File: config.mk
export PLATFORM = sky130hd
export DESIGN_NAME = ysyx_24110015_ifu_prefetch
export DESIGN_NICKNAME = d
export VERILOG_FILES = /design/src/rtl/ysyx_24110015_ifu_prefetch_pkg.sv /design/src/rtl/ysyx_24110015_sync_fifo.sv /design/src/rtl/ysyx_24110015_ifu_prefetch.sv
export SDC_FILE = /design/constraint.sdc
export NUM_CORES = 1
export LEC_CHECK = 0
export BUFFER_PORTS_ARGS = -buffer_cell sky130_fd_sc_hd__buf_2
export CAP_MARGIN = 10
export CORE_MARGIN = 2
export CORE_UTILIZATION = 50
export DETAILED_ROUTE_END_ITERATION = 8
export PLACE_DENSITY = 0.71
export SYNTH_ARGS = -nofsm -noshare
export SYNTH_HDL_FRONTEND = slang
export SYNTH_SLANG_ARGS = --single-unit
export TNS_END_PERCENT = 100
File: constraint.sdc
create_clock -name clk -period 3.5 [get_ports clk]
set_input_delay 1.05 -clock clk [delete_from_list [all_inputs] [get_ports clk]]
set_output_delay 1.05 -clock clk [all_outputs]
set_load 0.02 [all_outputs]
File: src/rtl/ysyx_24110015_ifu_prefetch_pkg.sv
// Shared constants and types for the prefetching instruction fetch unit.
// The FSM encoding is 2 bits so busy and debug probes can decode it directly.
package ysyx_24110015_ifu_prefetch_pkg;

   localparam logic [1:0] AXI_RESP_OKAY = 2'b00;

   typedef enum logic [1:0] {
      StIdle  = 2'b00,
      StAr    = 2'b01,
      StR     = 2'b10,
      StDrain = 2'b11
   } ifu_state_e;

   function automatic logic resp_is_fault(input logic [1:0] resp);
      return resp != AXI_RESP_OKAY;
   endfunction

endpackage

File: src/rtl/ysyx_24110015_sync_fifo.sv
// Synchronous FIFO with single-cycle flush; the head entry is presented on rdata while not empty.
// Callers guarantee no push when full unless a pop happens in the same cycle.
module ysyx_24110015_sync_fifo #(
   parameter int unsigned WIDTH = 8,
   parameter int unsigned DEPTH = 4
) (
   input  logic                    clk,
   input  logic                    rst,
   input  logic                    push,
   input  logic [WIDTH-1:0]        wdata,
   input  logic                    pop,
   input  logic                    flush,
   output logic [WIDTH-1:0]        rdata,
   output logic                    full,
   output logic                    empty,
   output logic [$clog2(DEPTH):0]  count
);

   localparam int unsigned PW = $clog2(DEPTH);
   localparam logic [PW:0] DepthCnt = (PW+1)'(DEPTH);

   logic [WIDTH-1:0] mem [DEPTH];
   logic [PW-1:0]    wr_ptr_q, rd_ptr_q;
   logic [PW:0]      count_q;

   // Pointers are log2(DEPTH) bits wide and wrap on their own.
   always_ff @(posedge clk or posedge rst) begin
      if (rst) begin
         wr_ptr_q <= '0;
         rd_ptr_q <= '0;
         count_q  <= '0;
      end else if (flush) begin
         wr_ptr_q <= '0;
         rd_ptr_q <= '0;
         count_q  <= '0;
      end else begin
         if (push) wr_ptr_q <= wr_ptr_q + 1'b1;
         if (pop)  rd_ptr_q <= rd_ptr_q + 1'b1;
         if (push && !pop)      count_q <= count_q + 1'b1;
         else if (pop && !push) count_q <= count_q - 1'b1;
      end
   end

   always_ff @(posedge clk) begin
      if (push && !flush) mem[wr_ptr_q] <= wdata;
   end

   assign rdata = mem[rd_ptr_q];
   assign full  = (count_q == DepthCnt);
   assign empty = (count_q == '0);
   assign count = count_q;

endmodule

File: src/rtl/ysyx_24110015_ifu_prefetch.sv
// Prefetching IFU: AXI4-Lite read master filling a small queue of {pc, inst, fault} toward the IDU.
// One read is outstanding at a time; a redirect flushes the queue and squashes any in-flight beat.
module ysyx_24110015_ifu_prefetch
   import ysyx_24110015_ifu_prefetch_pkg::*;
#(
   parameter int unsigned     XLEN     = 32,
   parameter int unsigned     DEPTH    = 4,
   parameter logic [XLEN-1:0] RESET_PC = 32'h8000_0000,
   parameter int unsigned     PC_STEP  = 4
) (
   input  logic            clk,
   input  logic            rst,
   input  logic            redirect_valid,
   input  logic [XLEN-1:0] redirect_pc,
   output logic [XLEN-1:0] araddr,
   output logic            arvalid,
   input  logic            arready,
   input  logic [XLEN-1:0] rdata,
   input  logic [1:0]      rresp,
   input  logic            rvalid,
   output logic            rready,
   output logic            out_valid,
   input  logic            out_ready,
   output logic [XLEN-1:0] out_inst,
   output logic [XLEN-1:0] out_pc,
   output logic            out_fault,
   output logic            busy
);

   localparam int unsigned PW = $clog2(DEPTH);
   localparam int unsigned EW = 2 * XLEN + 1;
   localparam logic [PW:0] DepthCnt = (PW+1)'(DEPTH);

   ifu_state_e      state_q, state_d;
   logic [XLEN-1:0] fetch_pc_q, fetch_pc_d;
   logic [XLEN-1:0] ar_addr_q, ar_addr_d;
   logic            halted_q, halted_d;
   logic            squash_q, squash_d;
   logic            q_push, q_pop, q_full, q_empty;
   logic [EW-1:0]   q_wdata, q_rdata;
   logic [PW:0]     q_count;
   logic            unused_full;

   always_ff @(posedge clk or posedge rst) begin
      if (rst) state_q <= StIdle;
      else     state_q <= state_d;
   end

   always_comb begin
      state_d = state_q;
      case (state_q)
         StIdle:  if (!redirect_valid && !halted_q && (q_count < DepthCnt)) state_d = StAr;
         StAr:    if (arready) state_d = (squash_q || redirect_valid) ? StDrain : StR;
         StR: begin
            if (rvalid)              state_d = StIdle;
            else if (redirect_valid) state_d = StDrain;
         end
         StDrain: if (rvalid) state_d = StIdle;
         default: state_d = StIdle;
      endcase
   end

   always_comb begin
      arvalid = (state_q == StAr);
      rready  = (state_q == StR) || (state_q == StDrain);
      busy    = (state_q != StIdle);
   end

   // ar_addr is latched at issue so araddr stays stable even if a redirect moves fetch_pc.
   always_comb begin
      fetch_pc_d = fetch_pc_q;
      ar_addr_d  = ar_addr_q;
      halted_d   = halted_q;
      squash_d   = squash_q;
      q_push     = 1'b0;
      if (state_q == StIdle && state_d == StAr) ar_addr_d = fetch_pc_q;
      // A redirect seen while AR is pending turns the eventual beat into a drain.
      if (state_q == StAr) squash_d = !arready && (squash_q || redirect_valid);
      if (state_q == StR && rvalid && !redirect_valid) begin
         q_push     = 1'b1;
         fetch_pc_d = fetch_pc_q + XLEN'(PC_STEP);
         if (resp_is_fault(rresp)) halted_d = 1'b1;
      end
      if (redirect_valid) begin
         fetch_pc_d = {redirect_pc[XLEN-1:2], 2'b00};
         halted_d   = 1'b0;
      end
   end

   always_ff @(posedge clk or posedge rst) begin
      if (rst) begin
         fetch_pc_q <= RESET_PC;
         ar_addr_q  <= RESET_PC;
         halted_q   <= 1'b0;
         squash_q   <= 1'b0;
      end else begin
         fetch_pc_q <= fetch_pc_d;
         ar_addr_q  <= ar_addr_d;
         halted_q   <= halted_d;
         squash_q   <= squash_d;
      end
   end

   assign araddr  = ar_addr_q;
   assign q_wdata = {ar_addr_q, rdata, resp_is_fault(rresp)};
   assign q_pop   = out_valid && out_ready && !redirect_valid;

   ysyx_24110015_sync_fifo #(
      .WIDTH (EW),
      .DEPTH (DEPTH)
   ) u_queue (
      .clk   (clk),
      .rst   (rst),
      .push  (q_push),
      .wdata (q_wdata),
      .pop   (q_pop),
      .flush (redirect_valid),
      .rdata (q_rdata),
      .full  (q_full),
      .empty (q_empty),
      .count (q_count)
   );

   // Fetch gating uses the count compare; full is kept on the queue interface for other users.
   assign unused_full = q_full;

   assign out_valid = !q_empty;
   assign out_pc    = q_rdata[EW-1 -: XLEN];
   assign out_inst  = q_rdata[XLEN:1];
   assign out_fault = q_rdata[0];

endmodule

==> results of run 1 <==
## sequential cells by signal, summed over array words and instances (netlist names)
| register | count |
|---|---|
| fetch_pc_q | 30 |
| u_queue.wr_ptr_q | 2 |
| state_q | 2 |
| araddr | 30 |
| u_queue.count | 3 |
| squash_q | 1 |
| halted_q | 1 |
| u_queue.mem | 252 |
| u_queue.rd_ptr_q | 2 |
## power groups by stage
| stage | sequential (mW) | combinational [mW] | clock [mW] |
|---|---|---|---|
| floorplan | 4.99 | 2.21 | 0 |
| global placement | 5.21 | 2.67 | 0 |
| detailed placement | 5.24 | 2.70 | 0 |
| CTS | 5.17 | 2.71 | 3.87 |
| global route | 5.23 | 2.86 | 4.00 |
| finish | 5.15 | 2.66 | 3.79 |
## how the worst min path moves through the flow
stage	to	startpoint	slack, ns	depth (start not counted)
2_1_floorplan	fetch_pc_q[31]	fetch_pc_q[31]	0.48	2
3_3_place_gp	fetch_pc_q[31]	fetch_pc_q[31]	0.50	2
3_5_place_dp	fetch_pc_q[31]	fetch_pc_q[31]	0.51	2
4_1_cts	u_queue.rd_ptr_q[1]	rst	0.50	2
5_1_grt	u_queue.rd_ptr_q[1]	rst	0.51	2
6_report	u_queue.rd_ptr_q[1]	rst	0.51	2
## area by class of cell
type,count,share of cell area [%]
clock inverters,18,1.52
multi-input cells,303,20.4
inverters,8,0.198
well taps,330,2.72
clock buffers,44,6.40
flip-flops and latches,323,61.6
repair buffers,187,7.25
## cell usage after synthesis (all sizes together), types with 13 or more instances
master,number,area (um2)
edfxtp,252,7570
dfrtp,69,1730
mux4,63,1420
buf,51,355
mux2,30,338
nand2,29,109
nor2,24,90.1
clkbuf,18,67.6
nand3,17,85.1
a31oi,16,100
o21ai,16,80.1
or4,16,120
o31ai,13,97.6
## critical path: cells and delay by family (launching register included)
family	cells	cell delay [ns]
flops	1	0.65
buf+inv	2	0.46
mux	1	0.54
## cells by family after synthesis
family	count (synthesis)	share of synthesized area, %
DFF	323	72.7
muxes	94	13.7
adders and majority gates	6	0.643
other	1	0.0292
AOI/OAI and AO/OA	59	2.89
xor gates and xnor gates	14	0.954
and+or+nand+nor	126	5.49
buffers and inverters	77	3.52
## metal layers
layer / global-route usage [%] / part of all wire [%] / vias to the layer above
met4: 5.14 / 2.1 / 0
li1: - / - / 3065
met2: 30.6 / 48 / 229
met3: 4.67 / 7.2 / 46
met1: 26.3 / 43 / 3455
met5: 0 / 0 / -
==> summary.md, run 1 <==
| Metric | Value |
|---|---|
| Antenna-violating nets left | 0 |
| Dpl ws | approximately 0.60 ns |
| DP HPWL | around 16000 um |
| Crit path kind | flop to output pin |
| Total power draw | 11.6 mW |
| Maximum vdd drop | slightly above 0.5 mV |
| Achievable frequency | a little over 300 MHz |
| Share of cells above drive strength 1 | approximately two fifths |
| Crit path arrival time | between 2 and 2.5 ns |
| Main synth FF type | edfxtp_1 |
| Sequential share of power | 44.4% |
| Combinational power share | 22.9% |
| Vias per cell | approximately 5.6 |
| Post-CTS setup buffer count | 0 |
| Sequential share of the synthesized area | 72.7% |
| Mapped Area | 0.0129 mm2 |
| Root Buffer Master | clkbuf_16 |
| CTS buffer count | 34 |
| Worst Setup End Kind | output pin |
| # fillers | ~1800 |
| RSZ-0062 raised after global routing | false |
| GRT Util Overall | 19.0% |
| Commonest cells after routing, fill and taps aside | edfxtp_1 (252), buf_2 (166), dfrtp_1 (67) |
| Final Hold Vio Count | 0 |
| Crit-path max cell delay | 0.65 ns |
| Initial antenna violation count | 1 |
| FFs w/ async S/R, synth | around 22% |
| Iter 0 DRT Violations | about 660 |
| Sw Ratio | 28.6% |
| Avg Cell Area, Syn | 18.4 um2 |
| Synth Instances | 700 |
| GPL Wtd Cong | 0.788 |
| Final Util | between 60% and 70% |
| Yosys cell types | 49 |
| Inst Count DP | 1151 |
| Worst-margin pin slew | 0.565 ns |
| Clock skew | 0.0134 ns |
| Area Overhead vs Synth | 18.2% |
| Rel. slew slack | about 62% |
| R2R Setup Slk | 1.26 ns |
| TritonCTS Sinks | 323 |
| Post-route setup TNS | 0 ns |
| Finished Layout Cells | between 1000 and 1500 |
| CP Launch Point | u_queue.rd_ptr_q[0] |
| Setup crit end | out_inst[18] |
| DIE HEIGHT | 164 um |
| # resized after CTS | 0 |
| Synth Register Bits | 323 |
| Clock network fraction of design power | 32.7% |
| Most common cell after layout, fill and taps aside | edfxtp_1 |
| Fin crit period | approximately 3.2 ns |
| Final setup viols | 0 |
| Startpoint Class | flop |
| Worst r2r path cells | 7 |
| Setup WS post-layout | between 0.2 and 0.3 ns |
| Final #Nets | ~940 |
| Global route overflow | 0 |
| Fin. max-slew vios | 0 |
| Diodes inserted | 0 |
| Final Cell Area | between 0.015 and 0.02 mm2 |
| Die Width | roughly 160 um |
| Hold slack | a little over 0.5 ns |
| Register area | 0.00935 mm2 |
| Hold Buf Count CTS | 0 |
| IO Pins | 173 |
| Vias | between 6000 and 7000 |
| Clock slew seen by the registers of the worst setup and hold paths | ~0.06 ns |
| Cell Pwr Density | 764 mW/mm2 |
| Fin crit share | 92.2% |
| Required time worst endpoint | about 2.5 ns |
| Die area | 0.0270 mm2 |
| Number of global-route vias before repair | between 6000 and 7000 |
| Net Switching | between 3 and 4 mW |
| Clock Latency Late Sink | about 0.51 ns |
| CTS tree | yes |
| Crit-path max FO | 25 |
| IO Port Bufs | 166 |
| MaxCap Viol Count | 0 |
| Status | complete, no violations |
| Multi-input logic area | just over 0.003 mm2 |
| Yosys warns | 0 |
| # rows | just under 60 |
| Hold Crit Class | primary input to async pin |
| DRC | 0 |
| CTS Buffer Depth | 3 |
| CP cell instances | buf_12 -> mux4_2 -> buf_2 |
| Routed length per instance | around 21 um |
| Internal power | 8.29 mW |
| Core Footprint | between 0.02 and 0.03 mm2 |
| Crit-path slowest cell | dfrtp_4 |
| Post-synth EDFFs | between 200 and 300 |
| R2R Path Start | u_queue.count[2] |
| DR pass1 iterations | 5 |
| Drt total wl | ~25000 um |
| Lkg Pwr | between 5 and 6 nW |
| DP Area | approximately 0.014 mm2 |
| Largest net degree at the start of global routing | 34 |
| Starting Density | about half |
| CTS H-tree lvls | 2 |
| First-pass GRT wire length | between 30000 and 40000 um |
| Worst R2R End | u_queue.count[2] |
Note: power is estimated with default switching activity, not from simulation.
==> inputs of run 2 (changes only) <==
Settings changed: BUFFER_PORTS_ARGS -buffer_cell sky130_fd_sc_hd__buf_2 to default, DONT_BUFFER_PORTS from default to 1, PLACE_DENSITY 0.71 to default.
==> run 2 against run 1 <==
Clock power is 11% lower. Global-route usage fell by 0.49 points. Via count decreased by 8.6%. Design area decreased by 6.6%. Cell count fell by 14%. Worst setup slack improved by 0.029 ns. Non-clock buffer count shrank 169. Core utilization shrank 4.0 points. Combinational power shrank 27%. Largest cell class unchanged. Largest power group unchanged.
==> summary.md, run 2 (synthesized netlist as in run 1, its figures left out) <==
| Metric | Value |
|---|---|
| Drt total wl | 24500 um (was 25000 um) |
| Core Footprint | 0.0252 mm2 (unchanged) |
| IO Port Bufs | 0 (was 166) |
| Worst r2r path cells | 4 (was 7) |
| Crit-path slowest cell | dfrtp_4 (unchanged) |
| Clock skew | 0.0165 ns (was 0.0134 ns) |
| MaxCap Viol Count | 0 (unchanged) |
| Top delay family on crit path | flip-flops (unchanged) |
| Achievable frequency | 313 MHz (was 310 MHz) |
| CTS tree | yes (unchanged) |
| First-pass GRT wire length | 37700 um (was 38800 um) |
| Fin crit period | 3.20 ns (was 3.23 ns) |
| RSZ-0062 raised after global routing | false (unchanged) |
| Share of cells above drive strength 1 | 23.8% (was 38.8%) |
| Most common cell after layout, fill and taps aside | edfxtp_1 (unchanged) |
| Area Overhead vs Synth | 10.5% (was 18.2%) |
| Crit-path max FO | 28 (was 25) |
| Startpoint Class | flop (unchanged) |
| DR pass1 iterations | 5 (unchanged) |
| CTS Buffer Depth | 3 (unchanged) |
| Final Hold Vio Count | 0 (unchanged) |
| Post-CTS setup buffer count | 0 (unchanged) |
| IO Pins | 173 (unchanged) |
| Commonest cells after routing, fill and taps aside | edfxtp_1 (252), dfrtp_1 (67), mux4_2 (63) (was edfxtp_1 (252), buf_2 (166), dfrtp_1 (67)) |
| Iter 0 DRT Violations | 592 (was 664) |
| Rel. slew slack | 52.1% (was 62.3%) |
| Final Util | 56.4% (was 60.3%) |
| Crit-path max cell delay | 0.68 ns (was 0.65 ns) |
| Routed length per instance | 23.5 um (was 20.6 um) |
| Diodes inserted | 0 (unchanged) |
| Worst Hold Launch | fetch_pc_q[31] |
| CTS H-tree lvls | 2 (unchanged) |
| Inst Count DP | 982 (was 1151) |
| Worst R2R End | fetch_pc_q[15] (was u_queue.count[2]) |
| R2R Path Start | state_q[1] (was u_queue.count[2]) |
| Cell Pwr Density | 758 mW/mm2 (was 764 mW/mm2) |
| Required time worst endpoint | 2.45 ns (about the same) |
| # rows | 58 (unchanged) |
| Status | complete, no violations (unchanged) |
| Vias per cell | 5.95 (was 5.60) |
| Crit path arrival time | 2.15 ns (was 2.18 ns) |
| CTS buffer count | 35 (was 34) |
| Antenna-violating nets left | 0 (unchanged) |
| GPL Wtd Cong | 0.811 (was 0.788) |
| Number of global-route vias before repair | 6438 (was 6838) |
| Final #Nets | 767 (was 935) |
| CP cell instances | buf_12 -> mux4_2 (was buf_12 -> mux4_2 -> buf_2) |
| Post-route setup TNS | 0 ns (unchanged) |
| Hold Path End | fetch_pc_q[31] |
| Hold Crit Class | flop to flop (was primary input to async pin) |
| GRT Util Overall | 18.6% (was 19.0%) |
| Vias | 6208 (was 6795) |
| Fin crit share | 91.3% (was 92.2%) |
| Initial antenna violation count | 0 (was 1) |
| Fin. max-slew vios | 0 (unchanged) |
| Global route overflow | 0 (unchanged) |
| Starting Density | 51.0% (unchanged) |
| R2R Setup Slk | 0.98 ns (was 1.26 ns) |
| TritonCTS Sinks | 323 (unchanged) |
| Die area | 0.0270 mm2 (unchanged) |
| Clock Latency Late Sink | 0.50 ns (was 0.51 ns) |
| Worst-margin pin slew | 0.717 ns (was 0.565 ns) |
| Hold Buf Count CTS | 0 (unchanged) |
| Final setup viols | 0 (unchanged) |
| Maximum vdd drop | 0.466 mV (was 0.509 mV) |
| Largest net degree at the start of global routing | 43 (was 34) |
| Max reg flops | 252 (unchanged) |
| Root Buffer Master | clkbuf_16 (unchanged) |
| Crit path kind | flop to output pin (unchanged) |
| Worst Setup End Kind | output pin (unchanged) |
| # fillers | 1868 (was 1847) |
| # resized after CTS | 0 (unchanged) |
| Lkg Pwr | 4.64 nW (was 5.38 nW) |
| DRC | 0 (unchanged) |
| Clock slew seen by the registers of the worst setup and hold paths | 0.06 ns (about the same) |
| Total power draw | 10.8 mW (was 11.6 mW) |
| Worst hold stages | 2 |
| Die Width | 164 um (unchanged) |
| Bufs and invs on worst path | 1 (was 2) |
| Most flops, register | u_queue.mem (unchanged) |
| DIE HEIGHT | 164 um (unchanged) |
| DP HPWL | 15600 um (was 15900 um) |
| Finished Layout Cells | 1044 (was 1213) |
[run 2: changes by cell type in the layout (fill, tap and decap cells not counted)]
cell / delta
clkbuf_1: +5
clkinv_2: +2
buf_2: -166
bufinv_16: -5
clkbuf_8: -2
clkinv_1: -1
buf_4: -3
inv_6: +1
[run 2: final cells by class]
cell class                      count  area, um2  share of cell area [%]
Timing Repair Buffer               18        248                    1.75
Clock inverter                     15       95.1                   0.670
Sequential cell                   323       9350                    65.9
Inverter                            8       30.0                   0.212
Clock buffer                       47        963                    6.79
Multi-Input combinational cell    303       3090                    21.8
Tap cell                          330        413                    2.91
[run 2: report_power, final]
| part | total, mW | internal, mW | switching (mW) |
|---|---|---|---|
| clock network | 3.39 | 2.00 | 1.39 |
| registers | 5.44 | 4.68 | 0.756 |
| logic | 1.93 | 0.883 | 1.04 |
| total | 10.8 | 7.57 | 3.19 |
[run 2: metrics by stage]
stage          worst slack (ns)  instance area (um2)  hold WS [ns]
6_report                  0.303                14200         0.505
5_1_grt                   0.178                14200         0.538
4_1_cts                   0.242                14200         0.509
3_5_place_dp              0.580                13100         0.500
3_3_place_gp              0.666                13100         0.493
2_1_floorplan             0.512                12900         0.479
[run 2: worst max-delay path by stage]
stage	startpoint	slack, ns	end	depth (start not counted)
5_1_grt	u_queue.rd_ptr_q[0]	0.18	out_pc[20]	2
2_1_floorplan	redirect_valid	0.51	u_queue.count[2]	8
4_1_cts	u_queue.rd_ptr_q[0]	0.24	out_pc[22]	2
3_3_place_gp	rvalid	0.67	fetch_pc_q[15]	4
6_report	u_queue.rd_ptr_q[0]	0.30	out_pc[20]	2
3_5_place_dp	rvalid	0.58	fetch_pc_q[15]	4
[run 2: worst min-delay path, delay by kind of cell, from the launching register on]
| kind | cells | cell delay [ns] |
|---|---|---|
| AO/OA/AOI/OAI | 2 | 0.13 |
| flip-flops | 1 | 0.37 |
[run 2: routing by layer]
metal  GRT usage, %  part of all wire, %  vias up
li1               -                    -     2735
met1           24.6                   40     3242
met2           29.7                   50      190
met3           5.78                  8.2       41
met4           5.50                  2.1        0
met5              0                    0        -
